File: src/rtl/trigger_detect.sv
// Oscilloscope-style trigger: hysteresis-qualified edge detector with holdoff,
// auto-mode forcing and single-shot operation, driving a one-cycle en_pulse.
module trigger_detect #(
   parameter int DATA_W = 8,
   parameter int CNT_W  = 16
) (
   input  logic              sys_clk,
   input  logic              sys_rst_n,
   input  logic              adc_valid,
   input  logic [DATA_W-1:0] adc_data,
   input  logic [DATA_W-1:0] trig_level,
   input  logic [DATA_W-1:0] trig_hyst,
   input  logic              trig_edge,
   input  logic [1:0]        trig_mode,
   input  logic [CNT_W-1:0]  holdoff,
   input  logic [CNT_W-1:0]  auto_timeout,
   input  logic              arm,
   input  logic              disarm,
   output logic              en_pulse,
   output logic              trig_forced,
   output logic              trig_armed
);

   localparam logic [1:0] ST_IDLE  = 2'd0;
   localparam logic [1:0] ST_PRE   = 2'd1;
   localparam logic [1:0] ST_READY = 2'd2;
   localparam logic [1:0] ST_HOLD  = 2'd3;

   localparam logic [1:0] MODE_AUTO   = 2'b00;
   localparam logic [1:0] MODE_SINGLE = 2'b10;

   logic [1:0]        state_reg, state_next;
   logic [DATA_W-1:0] level_reg, hyst_reg;
   logic              edge_reg;
   logic [1:0]        mode_reg;
   logic [CNT_W-1:0]  holdoff_reg, timeout_reg;
   logic [CNT_W-1:0]  hold_cnt_reg, hold_cnt_next;
   logic [CNT_W-1:0]  to_cnt_reg, to_cnt_next;
   logic              en_pulse_reg, en_pulse_next;
   logic              forced_reg, forced_next;
   logic              capture;

   logic [DATA_W:0]   sum_ext, diff_ext;
   logic [DATA_W-1:0] thr_lo, thr_hi;
   logic              arm_cond, fire_cond, fire, timeout_hit, hold_done, in_pre_ready;

   // One extra bit exposes borrow/carry so the band edges clamp instead of wrapping.
   assign sum_ext  = {1'b0, level_reg} + {1'b0, hyst_reg};
   assign diff_ext = {1'b0, level_reg} - {1'b0, hyst_reg};
   assign thr_lo   = diff_ext[DATA_W] ? '0 : diff_ext[DATA_W-1:0];
   assign thr_hi   = sum_ext[DATA_W]  ? '1 : sum_ext[DATA_W-1:0];

   assign in_pre_ready = (state_reg == ST_PRE) || (state_reg == ST_READY);
   assign arm_cond  = adc_valid && (edge_reg ? (adc_data > thr_hi) : (adc_data < thr_lo));
   assign fire_cond = adc_valid && (edge_reg ? (adc_data <= level_reg) : (adc_data >= level_reg));
   assign fire      = (state_reg == ST_READY) && fire_cond;
   assign timeout_hit = in_pre_ready && (mode_reg == MODE_AUTO) &&
                        (timeout_reg != '0) && (to_cnt_reg == timeout_reg);
   assign hold_done = hold_cnt_reg >= holdoff_reg;

   always_comb begin
      state_next    = state_reg;
      hold_cnt_next = hold_cnt_reg;
      to_cnt_next   = to_cnt_reg;
      en_pulse_next = 1'b0;
      forced_next   = 1'b0;
      capture       = 1'b0;
      if (disarm) begin
         state_next    = ST_IDLE;
         hold_cnt_next = '0;
         to_cnt_next   = '0;
      end else begin
         case (state_reg)
            ST_IDLE: begin
               if (arm) begin
                  state_next  = ST_PRE;
                  capture     = 1'b1;
                  to_cnt_next = '0;
               end
            end
            ST_PRE, ST_READY: begin
               to_cnt_next = (to_cnt_reg == '1) ? to_cnt_reg : to_cnt_reg + CNT_W'(1);
               // A real edge beats a coincident timeout so forced is only reported when nothing fired.
               if (fire || timeout_hit) begin
                  state_next    = ST_HOLD;
                  en_pulse_next = 1'b1;
                  forced_next   = !fire;
                  hold_cnt_next = CNT_W'(1);
               end else if ((state_reg == ST_PRE) && arm_cond) begin
                  state_next = ST_READY;
               end
            end
            default: begin
               if (hold_done) begin
                  hold_cnt_next = '0;
                  to_cnt_next   = '0;
                  if (mode_reg == MODE_SINGLE) begin
                     state_next = ST_IDLE;
                  end else begin
                     state_next = ST_PRE;
                     capture    = 1'b1;
                  end
               end else begin
                  hold_cnt_next = hold_cnt_reg + CNT_W'(1);
               end
            end
         endcase
      end
   end

   always_ff @(posedge sys_clk or negedge sys_rst_n) begin
      if (!sys_rst_n) begin
         state_reg    <= ST_IDLE;
         hold_cnt_reg <= '0;
         to_cnt_reg   <= '0;
         en_pulse_reg <= 1'b0;
         forced_reg   <= 1'b0;
      end else begin
         state_reg    <= state_next;
         hold_cnt_reg <= hold_cnt_next;
         to_cnt_reg   <= to_cnt_next;
         en_pulse_reg <= en_pulse_next;
         forced_reg   <= forced_next;
      end
   end

   always_ff @(posedge sys_clk or negedge sys_rst_n) begin
      if (!sys_rst_n) begin
         level_reg   <= '0;
         hyst_reg    <= '0;
         edge_reg    <= 1'b0;
         mode_reg    <= '0;
         holdoff_reg <= '0;
         timeout_reg <= '0;
      end else if (capture) begin
         level_reg   <= trig_level;
         hyst_reg    <= trig_hyst;
         edge_reg    <= trig_edge;
         mode_reg    <= trig_mode;
         holdoff_reg <= holdoff;
         timeout_reg <= auto_timeout;
      end
   end

   assign en_pulse    = en_pulse_reg;
   assign trig_forced = forced_reg;
   assign trig_armed  = in_pre_ready;

endmodule

File: config.mk
export PLATFORM = sky130hd
export DESIGN_NAME = trigger_detect
export DESIGN_NICKNAME = d
export VERILOG_FILES = /design/src/rtl/trigger_detect.sv
export SDC_FILE = /design/constraint.sdc
export NUM_CORES = 1
export LEC_CHECK = 0
export CORE_MARGIN = 2
export CORE_UTILIZATION = 50
export DETAILED_ROUTE_END_ITERATION = 8
export DONT_BUFFER_PORTS = 1
export GPL_TIMING_DRIVEN = 0
export PLACE_DENSITY = 0.64
export SYNTH_ARGS = -nofsm -noshare
export SYNTH_HDL_FRONTEND = slang
export SYNTH_SLANG_ARGS = --single-unit
File: constraint.sdc
create_clock -name sys_clk -period 4.9 [get_ports sys_clk]
set_clock_uncertainty 0.15 [all_clocks]
set_input_delay 0.735 -clock sys_clk [delete_from_list [all_inputs] [get_ports sys_clk]]
set_output_delay 0.735 -clock sys_clk [all_outputs]
set_load 0.02 [all_outputs]
==> metrics.md, run 1 <==
| Metric | Value |
|---|---|
| Run status | `complete, no violations` |
| Register-to-Register Path Depth | `15` |
| Wire length of the first global-routing pass | `between 20000 and 25000 um` |
| Slowest library cell on the worst path | `nor3_1` |
| Path type of the worst setup path | `reg -> reg` |
| Core Region | `0.0116 mm^2` |
| Warnings from Yosys | `0` |
| Worst Path Max Fanout | `8` |
| RSZ-0062 raised after global routing | `false` |
| Max_cap viols | `0` |
| Final estimated routing congestion in global placement | `0.873` |
| Number of I/O port buffers | `0` |
| Number of buffers inserted during clock tree synthesis | `9` |
| Number of synthesized flops with an enable pin | `0` |
| Starting DRT DRC Count | `roughly 250` |
| Vias in the first global route | `4617` |
| Leakage power | `2.93 nW` |
| Total length of routed wires | `between 10000 and 15000 um` |
| Total Neg Setup Slack | `0 ns` |
| GR Overflow Total | `0` |
| Via density | `slightly below 6` |
| Largest family of logic cells by synthesized area | `simple AND/OR/NAND/NOR gates` |
| Top_reg_cell synth | `dfrtp_1` |
| Average wire per standard cell | `17.2 um` |
| Min cycle time layout | `4.47 ns` |
| Async set-or-reset flop fraction in the synthesized netlist | `1.00` |
| Clock transition at the registers of the reported paths | `0.06 ns` |
| Worst reg2reg startpoint | `level_reg[0]` |
| Number of clock sinks | `87` |
| Clock tree from TritonCTS | `done` |
| Pin count of the biggest net entering global routing | `88` |
| Total of flip-flops plus latches after synthesis | `87` |
| Number of search-and-repair iterations in the first detailed-routing pass | `5` |
| Endpoint type of the worst setup path | `register` |
| Row cnt | `39` |
| Number of pins exceeding their max-slew limit in the final report | `0` |
| Crit path largest cell delay | `0.71 ns` |
| Synthesized-area fraction occupied by and/or/nand/nor cells | `0.170` |
| Ranking of synthesized cells by area | `dfrtp_1, ha_1, mux2_2` |
| Fraction of layout instances using a drive strength above 1 | `0.142` |
| Cell taking the most area after synthesis | `dfrtp_1` |
| Arr. time, crit path | `4.55 ns` |
| Library cell used as clock root buffer | `clkbuf_16` |
| Syn Inst Count | `625` |
| Number of antenna violations at the first check in global routing | `0` |
| Worst R2R End | `state_reg[0]` |
| Placed instance count | `768` |
| Reg-to-reg slack, setup | `0.43 ns` |
| Clk_lat worst skew | `approximately 0.35 ns` |
| Via total after detailed routing | `4611` |
| Number of nets with antenna violations after routing | `0` |
| Die Ht | `between 100 and 150 um` |
| Final nets | `about 760` |
| I/O pin count | `67` |
| Horizontal extent of the die | `113 um` |
| Inserted Diodes | `0` |
| Synthesized-area fraction occupied by xor and xnor cells | `0.0380` |
| Mux contribution to synthesized area | `0.0994` |
| Portion of the post-synthesis area used by sequential elements | `0.363` |
| Category of the worst setup path launch point | `register` |
| Post-synth design cell area | `0.00599 mm^2` |
| Final std cells w/o fill | `783` |
| H-tree lvl count | `3` |
| Rel. slew slack | `0.324` |
| Post-Syn Area per Cell | `9.59 um^2` |
| Setup-violating endpoint count in the final report | `0` |
| Slew at the pin closest to its max-slew limit | `1.01 ns` |
| Compound-Gate Fraction of Synth Area | `0.144` |
| Cell Chain, Critical Path | `inv_1 -> ha_1 -> fa_1 -> o21ai_0 -> a211oi_1 -> nor3_1 -> nand2_1 -> o31a_1 -> ha_1 -> nand4_1 -> a211oi_1 -> inv_1 -> o2111ai_1 -> a21oi_2 -> mux2_1` |
| Nets in the synthesized netlist | `752` |
| Detail Placement HPWL | `10100 um` |
| CTS max path bufs | `2` |
| Post-synth cell types | `67` |
| Number of failing hold endpoints at the final stage | `0` |
| Fmax | `between 0.2 and 0.25 GHz` |
| DR DRC count | `0` |
| Synthesized-area fraction occupied by adder cells | `0.134` |
| Worst IR Drop VDD | `~0.28 mV` |
| Die area | `0.0129 mm^2` |
| Area fraction of the dominant cell type after synthesis | `0.363` |
| Global router's overall resource usage | `0.225` |
| Fillcell total | `1046` |
| Worst path required time | `4.98 ns` |
| Tightest Hold Check Type | `in -> async` |
| Power per standard cell area | `628 mW/mm^2` |
| Area growth from synthesis to layout | `8.64%` |
| Starting density of the core | `0.518` |
| Total power draw | `about 4.1 mW` |
| Period utilisation layout | `0.912` |
| Launch point of the worst path | `level_reg[0]` |
[power breakdown]
part           switching [mW]  total (mW)  leakage [nW]  internal, mW
combinational            1.19        2.16          1.67         0.969
clock                   0.284       0.740         0.152         0.456
sequential              0.229        1.19          1.10         0.958
[logic make-up after synthesis]
family / Yosys count
AND/OR/NAND/NOR: 194
XOR/XNOR: 26
multiplexers: 53
flip-flops: 87
buffers and inverters: 67
AO/OA/AOI/OAI: 135
adder cells (fa/ha/maj): 63
[placed cells by master (no fill, tap or decap), types with 7 or more instances in the layout]
cell       netlist  routed
xor2_1          12      12
inv_1           45      45
nor3_1           8       8
nor2_1          46      46
mux2_2          51      51
o31ai_1          7       7
xnor2_1         14      14
nand3_1         13      13
o211ai_1        10      10
dfrtp_1         87      87
nand2b_1         7       7
nor2b_1          7       7
o21ai_0         38      38
buf_4            7       7
a211oi_1         7       7
clkbuf_1         8       9
and3_1          12      12
nand2_1         49      49
nand4_1         10      10
ha_1            61      61
a21oi_1         32      32
clkbuf_16        0       9
nor4_1          13      13
[layer usage]
layer | global-route usage | routed length, um | vias up
li1 | - | - | 2270
met3 | 0.0436 | 643 | 24
met1 | 0.290 | 6090 | 2198
met4 | 0.107 | 385 | 0
met2 | 0.365 | 6350 | 119
met5 | 0 | 0 | -
[final cells by class]
type / instances / area, um^2 / area share
clock inverter: 3 / 68.8 / 0.0106
tap: 143 / 179 / 0.0275
multi-input combinational: 471 / 3510 / 0.539
sequential: 87 / 2180 / 0.334
buffer: 22 / 135 / 0.0208
timing repair buffer: 1 / 27.5 / 0.00423
inverter: 45 / 169 / 0.0259
clock buffer: 11 / 243 / 0.0373
[cell usage after synthesis, types with 2 or more instances]
cell	number
dfrtp_1	87
nor2b_1	7
a21oi_1	32
o211ai_1	10
nor3_1	8
o21a_1	5
and2_1	2
a2bb2oi_1	4
and3_1	12
a21o_1	4
a2111oi_0	2
xor2_1	12
mux2_2	51
and4_1	2
xnor2_1	14
nand3b_1	2
a31oi_1	3
a21boi_0	3
or3_1	3
nand2b_1	7
buf_4	7
nand3_1	13
a211oi_1	7
or4_1	6
o31a_1	2
o21ai_0	38
o31ai_2	3
inv_1	45
buf_2	3
nor4_1	13
o21ai_1	3
buf_6	3
nand2_1	49
nand4_1	10
ha_1	61
o31ai_1	7
nor2_1	46
nor3b_1	2
fa_1	2
clkbuf_1	8
[critical path, delay by kind of cell, from the launching register on]
kind / cells / cell delay (ns)
DFF: 1 / 0.40
buffers and inverters: 2 / 0.13
AOI/OAI and AO/OA: 6 / 1.51
adders and majority gates: 3 / 0.92
muxes: 1 / 0.31
and+or+nand+nor: 3 / 0.93
[how the worst max path moves through the flow]
stage,end,slack (ns),cells after the start
after floorplan,state_reg[0],1.14,15
after detailed placement,state_reg[0],0.47,15
final,state_reg[0],0.43,15
after global placement,state_reg[0],0.47,15
after CTS,state_reg[0],0.43,15
after global routing,state_reg[0],0.14,15
[per-stage QoR]
step                      hold WS, ns   util  cell area [um^2]  setup WS (ns)
after floorplan                 0.289      -              5990           1.14
after global placement          0.292  0.534              6170          0.471
after detailed placement        0.291  0.534              6170          0.466
after CTS                       0.168  0.563              6510          0.428
after global routing            0.159  0.563              6510          0.138
final                           0.122  0.563              6510          0.432
[what timing repair did]
| action | 4_1_cts | 5_1_grt |
|---|---|---|
| resized for setup | 0 | 0 |
| hold endpoints to repair | 87 | 0 |
| hold buffers | 1 | 0 |
| setup buffers | 0 | 0 |
(Power assumes the default switching activity.)
==> inputs of run 2 (changes only) <==
Settings changed: ABC_AREA set to 1.
==> metrics.md, run 2 <==
| Metric | Value |
|---|---|
| Run status | `finished with violations` |
| Violated checks | `design-rule violations` |
| Register-to-Register Path Depth | `23 (+8)` |
| Clock transition at the registers of the reported paths | `0.07 ns (about the same)` |
| Path type of the worst setup path | `reg -> reg` |
| Area growth from synthesis to layout | `9.02%` |
| Post-synth design cell area | `0.00594 mm^2 (-0.92%)` |
| Clk_lat worst skew | `0.35 ns (about the same)` |
| Global routing met3 resource utilization | `0.0396 (-0.00393)` |
| Final estimated routing congestion in global placement | `0.943 (+8.0%)` |
| Min cycle time layout | `3.66 ns (-0.812 ns)` |
| Arr. time, crit path | `3.75 ns (-0.80 ns)` |
| Leakage power | `3.17 nW (+8.2%)` |
| Async set-or-reset flop fraction in the synthesized netlist | `1.00 (unchanged)` |
| Wire length of the first global-routing pass | `24400 um (+7.3%)` |
| Total buffers and inverters traversed by the critical path | `1 (-1)` |
| Global-route met1 utilization | `0.325 (+0.0355)` |
| Number of I/O port buffers | `0 (unchanged)` |
| Library cell used as clock root buffer | `clkbuf_16` |
| Postcts setup bufs | `0 (unchanged)` |
| Number of buffers inserted during clock tree synthesis | `9 (unchanged)` |
| Starting DRT DRC Count | `431 (+76%)` |
| Endpoint type of the worst setup path | `register` |
| Final nets | `915 (+20%)` |
| Category of cells accounting for the largest share of critical-path delay | `compound AO/OA/AOI/OAI gates` |
| Area of placed instances | `0.00612 mm^2 (-0.89%)` |
| Post-Syn Area per Cell | `7.65 um^2 (-20%)` |
| Average wire per standard cell | `15.3 um (-11%)` |
| Crit path largest cell delay | `0.44 ns (-0.27 ns)` |
| Via density | `5.37 (-8.8%)` |
| Most frequent cells in the layout | `nand2_1, inv_1, nor2_1` |
| Area fraction of the dominant cell type after synthesis | `0.367 (+0.00337)` |
| Hold Slack | `0.146 ns (+0.0248 ns)` |
| Final std cells w/o fill | `936 (+20%)` |
| Final std cell area, no fill | `0.00647 mm^2 (-0.58%)` |
| Worst path required time | `5.00 ns (+0.02 ns)` |
| Slew at the pin closest to its max-slew limit | `0.576 ns (-0.429 ns)` |
| Worst Path Max Fanout | `7 (-1)` |
| Number of search-and-repair iterations in the first detailed-routing pass | `7 (+2)` |
| Die Ht | `113 um (-0.45%)` |
| Number of synthesized flops with an enable pin | `0 (unchanged)` |
| Setup-violating endpoint count in the final report | `0 (unchanged)` |
| Placed instance count | `919 (+20%)` |
| CTS max path bufs | `2 (unchanged)` |
| Die area | `0.0128 mm^2 (-0.89%)` |
| Worst slack, placed | `1.29 ns (+0.823 ns)` |
| Cell taking the most area after synthesis | `dfrtp_1` |
| Total power draw | `3.86 mW (-5.7%)` |
| Tightest Hold Check Type | `in -> async` |
| Fraction of layout instances using a drive strength above 1 | `0.0643 (-0.0779)` |
| Syn Inst Count | `776 (+24%)` |
| GR Overflow Total | `0 (unchanged)` |
| Number of buffers inserted for hold repair after clock tree synthesis | `1 (unchanged)` |
| Total of flip-flops plus latches after synthesis | `87 (unchanged)` |
| Worst reg2reg startpoint | `hyst_reg[0]` |
| Reg-to-reg slack, setup | `1.24 ns (+0.81 ns)` |
| I/O pin count | `67 (unchanged)` |
| Starting density of the core | `0.516 (-0.00259)` |
| Via total after detailed routing | `5029 (+9.1%)` |
| Rel. slew slack | `0.616 (+0.292)` |
| Most crowded layer after global routing | `met2` |
| Total length of routed wires | `14300 um (+6.3%)` |
| Number of failing hold endpoints at the final stage | `0 (unchanged)` |
| Number of antenna violations at the first check in global routing | `0 (unchanged)` |
| Power per standard cell area | `596 mW/mm^2 (-5.1%)` |
| Pin count of the biggest net entering global routing | `88 (unchanged)` |
| Row cnt | `39 (unchanged)` |
| Portion of the post-synthesis area used by sequential elements | `0.367 (+0.00337)` |
| Met2 layer usage reported by global route | `0.394 (+0.0287)` |
| Most numerous cell in the Yosys netlist | `nand2_1` |
| Slowest library cell on the worst path | `dfrtp_1` |
| Worst IR Drop VDD | `0.304 mV (+9.1%)` |
| Number of pins exceeding their max-slew limit in the final report | `0 (unchanged)` |
| Most prevalent standard cell on the critical path | `nand2_1` |
| Top_reg_cell synth | `dfrtp_1` |
| Nets in the synthesized netlist | `903 (+20%)` |
| Core Region | `0.0115 mm^2 (-0.42%)` |
| Number of clock sinks | `87 (unchanged)` |
| Total Neg Setup Slack | `0 ns (unchanged)` |
| Warnings from Yosys | `0 (unchanged)` |
| Most frequent standard cell in the layout excluding fill and tap cells | `nand2_1` |
| Clock tree from TritonCTS | `done` |
| Vias in the first global route | `5065 (+9.7%)` |
| Ranking of synthesized cells by area | `dfrtp_1, ha_1, nand2_1` |
| Horizontal extent of the die | `113 um (-0.45%)` |
| Total of cells resized after clock tree synthesis | `0 (unchanged)` |
| Cell Chain, Critical Path | `ha_1 -> fa_1 -> nand3_1 -> nand2_1 -> a21oi_1 -> o21ai_1 -> a21oi_1 -> o21bai_2 -> inv_1 -> o21ai_0 -> a21oi_1 -> ha_1 -> nand2_1 -> nor2_1 -> nand2_1 -> o211ai_1 -> o21ai_0 -> a21oi_1 -> nand2_1 -> nand2_1 -> nand2_1 -> nand2_1 -> nand2_1` |
| Category of the worst setup path launch point | `register` |
| Post-route core utilization | `0.562 (-0.000874)` |
| Detail Placement HPWL | `11200 um (+10%)` |
| H-tree lvl count | `3 (unchanged)` |
| Max_cap viols | `0 (unchanged)` |
| Period utilisation layout | `0.746 (-0.166)` |
| Global router's overall resource usage | `0.242 (+0.0175)` |
| Inserted Diodes | `0 (unchanged)` |
| Post-synth cell types | `40 (-40%)` |
| Number of nets with antenna violations after routing | `0 (unchanged)` |
| Fmax | `0.274 GHz (+22%)` |
| Worst R2R End | `state_reg[1]` |
| DR DRC count | `5 (+5)` |
| RSZ-0062 raised after global routing | `false` |
| Final worst setup slack | `1.24 ns (+0.812 ns)` |
| Top cells by count, synth | `nand2_1, inv_1, nor2_1` |
[run 2: cell count changes in the layout (fill, tap and decap cells not counted), sizes merged, moves of 40 or more]
cell / delta
mux2: -52
a21oi: +45
nor2: +48
nand2: +118
inv: +53
nand3: +40
[run 2: worst max path at each step]
| stage | start | to | slack (ns) | cells after the start |
|---|---|---|---|---|
| after global routing | hyst_reg[0] | state_reg[1] | 0.87 | 23 |
| after floorplan | level_reg[3] | state_reg[0] | 1.80 | 23 |
| after CTS | hyst_reg[0] | state_reg[1] | 1.27 | 23 |
| after global placement | hyst_reg[0] | state_reg[0] | 1.37 | 23 |
| after detailed placement | hyst_reg[0] | state_reg[1] | 1.29 | 23 |
| final | hyst_reg[0] | state_reg[1] | 1.24 | 23 |
[run 2: cell families after synthesis]
family,after synthesis,share of synthesized area
AND/OR/NAND/NOR,344,0.251
AO/OA/AOI/OAI,134,0.121
buffers and inverters,115,0.0767
flip-flops,87,0.367
adder cells (fa/ha/maj),63,0.135
XOR/XNOR,33,0.0487
[run 2: area by class of cell]
class,instances,area (um^2)
buffer,19,95.1
clock buffer,10,239
clock inverter,6,90.1
fill,1115,5040
inverter,96,360
multi-input combinational,574,3300
sequential,87,2180
tap,143,179
timing repair buffer,1,27.5
[run 2: routing by layer]
metal  share of wire  vias up
met5               0        -
met4           0.021        0
met3           0.052       19
met2            0.46      125
met1            0.47     2324
li1                -     2561
[run 2: where the power goes]
part / switching [mW] / leakage [nW] / internal (mW) / total [mW]
clock network: 0.292 / 0.159 / 0.463 / 0.755
logic: 1.26 / 1.94 / 0.736 / 1.99
registers: 0.170 / 1.07 / 0.938 / 1.11
[run 2: worst reg2reg max path, cell delays in order (launching register included)]
cell and delay, ns:
dfrtp_1 0.44, ha_1 0.24, fa_1 0.41, nand3_1 0.10, nand2_1 0.09, a21oi_1 0.16
o21ai_1 0.10, a21oi_1 0.17, o21bai_2 0.14, inv_1 0.11, o21ai_0 0.08, a21oi_1 0.13
ha_1 0.16, nand2_1 0.07, nor2_1 0.18, nand2_1 0.10, o211ai_1 0.09, o21ai_0 0.13
a21oi_1 0.14, nand2_1 0.08, nand2_1 0.10, nand2_1 0.08, nand2_1 0.07, nand2_1 0.05
==> inputs of run 3 (changes only) <==
Settings changed: PLACE_DENSITY 0.64 to 0.67.
Clock period 4.9 ns to 3.15 ns, I/O delays scaled along.
==> metrics.md, run 3 (synthesized netlist as in run 2, its figures left out) <==
| Metric | Value |
|---|---|
| Run status | `finished with violations` |
| Violated checks | `design-rule violations, negative setup slack` |
| Number of search-and-repair iterations in the first detailed-routing pass | `7 (unchanged)` |
| H-tree lvl count | `3 (unchanged)` |
| Clk_lat worst skew | `0.34 ns (about the same)` |
| Leakage power | `3.24 nW (+2.1%)` |
| Row cnt | `39 (unchanged)` |
| Number of pins exceeding their max-slew limit in the final report | `0 (unchanged)` |
| RSZ-0062 raised after global routing | `true` |
| Inserted Diodes | `0 (unchanged)` |
| Starting density of the core | `0.516 (unchanged)` |
| Min cycle time layout | `3.26 ns (-0.394 ns)` |
| Global router's overall resource usage | `0.247 (+0.00475)` |
| DR DRC count | `6 (+1)` |
| Starting DRT DRC Count | `395 (-8.4%)` |
| I/O pin count | `67 (unchanged)` |
| Wire length of the first global-routing pass | `24900 um (+1.8%)` |
| Period utilisation layout | `1.04 (+0.289)` |
| Number of clock sinks | `87 (unchanged)` |
| Category of the worst setup path launch point | `register` |
| Setup-violating endpoint count in the final report | `2 (+2)` |
| Number of buffers inserted during clock tree synthesis | `9 (unchanged)` |
| Library cell used as clock root buffer | `clkbuf_16` |
| Pin count of the biggest net entering global routing | `88 (unchanged)` |
| Area of placed instances | `0.00612 mm^2 (unchanged)` |
| Path type of the worst setup path | `reg -> reg` |
| Final nets | `930 (+1.6%)` |
| Worst IR Drop VDD | `0.533 mV (+75%)` |
| Clock transition at the registers of the reported paths | `0.06 ns (about the same)` |
| Max_cap viols | `0 (unchanged)` |
| Rel. slew slack | `0.577 (-0.0385)` |
| Arr. time, crit path | `3.40 ns (-0.35 ns)` |
| Die Ht | `113 um (unchanged)` |
| Power per standard cell area | `1000 mW/mm^2 (+68%)` |
| Number of I/O port buffers | `0 (unchanged)` |
| Routed length on met3 | `842 um (+13%)` |
| Die area | `0.0128 mm^2 (unchanged)` |
| Worst path required time | `3.29 ns (-1.71 ns)` |
| Most frequent cells in the layout | `nand2_1, inv_1, nor2_1` |
| Horizontal extent of the die | `113 um (unchanged)` |
| Average wire per standard cell | `16.2 um (+5.7%)` |
| Tightest Hold Check Type | `in -> reg` |
| Fmax | `0.307 GHz (+12%)` |
| Clock tree from TritonCTS | `done` |
| Vias in the first global route | `5053 (-0.24%)` |
| Via total after detailed routing | `5162 (+2.6%)` |
| Total length of routed wires | `15300 um (+7.2%)` |
| Post-route core utilization | `0.591 (+0.0293)` |
| Number of antenna violations at the first check in global routing | `0 (unchanged)` |
| Slew at the pin closest to its max-slew limit | `0.634 ns (+0.0578 ns)` |
| Endpoint type of the worst setup path | `register` |
| Final std cell area, no fill | `0.00681 mm^2 (+5.2%)` |
| Number of failing hold endpoints at the final stage | `0 (unchanged)` |
| Fraction of layout instances using a drive strength above 1 | `0.140 (+0.0757)` |
| DR WL met2 | `7310 um (+12%)` |
| Area growth from synthesis to layout | `14.7%` |
| Final worst setup slack | `-0.112 ns (-1.36 ns)` |
| Detailed-route wire length on metal 1 | `6990 um (+4.0%)` |
| Highest signal layer in the routed design | `met4` |
| Worst Path Max Fanout | `6 (-1)` |
| Most frequent standard cell in the layout excluding fill and tap cells | `nand2_1` |
| GR Overflow Total | `0 (unchanged)` |
| Hold Slack | `0.0541 ns (-0.0923 ns)` |
| Final estimated routing congestion in global placement | `0.949 (+0.63%)` |
| Detail Placement HPWL | `11300 um (+0.97%)` |
| Core Region | `0.0115 mm^2 (unchanged)` |
| Number of nets with antenna violations after routing | `0 (unchanged)` |
| CTS max path bufs | `2 (unchanged)` |
| Via density | `5.43 (+1.1%)` |
==> run 3: final timing paths <==
path,from,to,slack (ns),cells after the start
setup / recovery,hyst_reg[0],state_reg[0],-0.11,22
hold / removal,disarm,en_pulse,0.05,1
setup reg to reg,hyst_reg[0],state_reg[0],-0.11,22
hold reg to reg,holdoff_reg[0],holdoff_reg[0],0.34,2
max in group asynchronous,sys_rst_n,hyst_reg[1],1.93,2
min in group asynchronous,sys_rst_n,timeout_reg[0],0.52,2
==> run 3: timing repair <==
action | in CTS | in global routing
resized for setup | 28 | 40
hold buffers | 2 | 0
pin swaps | 19 | 24
endpoints found under the setup margin | 2 | 2
setup buffers | 7 | 7
endpoints found under the hold margin | 87 | 0
==> run 3: layout make-up <==
class / count / area (um^2)
Sequential cell: 87 / 2180
Tap cell: 143 / 179
Clock inverter: 4 / 22.5
Timing Repair Buffer: 16 / 150
Fill cell: 1092 / 4710
Buffer: 19 / 95.1
Inverter: 96 / 363
Multi-Input combinational cell: 574 / 3580
Clock buffer: 11 / 243
==> run 3: layer usage <==
| layer | up-vias | GRT usage |
|---|---|---|
| li1 | 2585 | - |
| met1 | 2433 | 0.333 |
| met2 | 132 | 0.405 |
| met3 | 12 | 0.0600 |
| met4 | 0 | 0.0585 |
| met5 | - | 0 |
==> run 3: stage by stage <==
step | instances | setup WS (ns) | setup TNS [ns] | total power [mW]
after floorplan | 776 | 0.0525 | 0 | 4.05
after global placement | 919 | -0.430 | -0.860 | 4.72
after detailed placement | 919 | -0.526 | -1.05 | 4.83
after CTS | 943 | -0.169 | -0.338 | 6.20
after global routing | 950 | -0.306 | -0.593 | 7.40
final | 950 | -0.112 | -0.214 | 6.81
==> run 3: report_power, final <==
| part | leakage [nW] | internal (mW) | switching [mW] | total (mW) |
|---|---|---|---|---|
| Clock | 0.131 | 0.548 | 0.442 | 0.990 |
| Combinational | 2.04 | 1.66 | 2.44 | 4.10 |
| Sequential | 1.07 | 1.46 | 0.266 | 1.73 |
==> run 3: worst max-delay path, cell delays in order, from the launching register on <==
cell and delay (ns):
dfrtp_2 0.46, ha_4 0.18, fa_2 0.36, nand3_2 0.09
nand2_4 0.06, a21oi_2 0.14, o21ai_2 0.08, a21oi_2 0.14
o21bai_2 0.10, buf_6 0.16, nor2_2 0.10, ha_1 0.27
a21oi_2 0.16, o21ai_2 0.06, nand2_1 0.06, o211ai_1 0.07
o21ai_1 0.11, a21oi_1 0.09, nand2_1 0.10, nand2_2 0.08
nand2_2 0.08, nand2_1 0.05, nand2_1 0.05
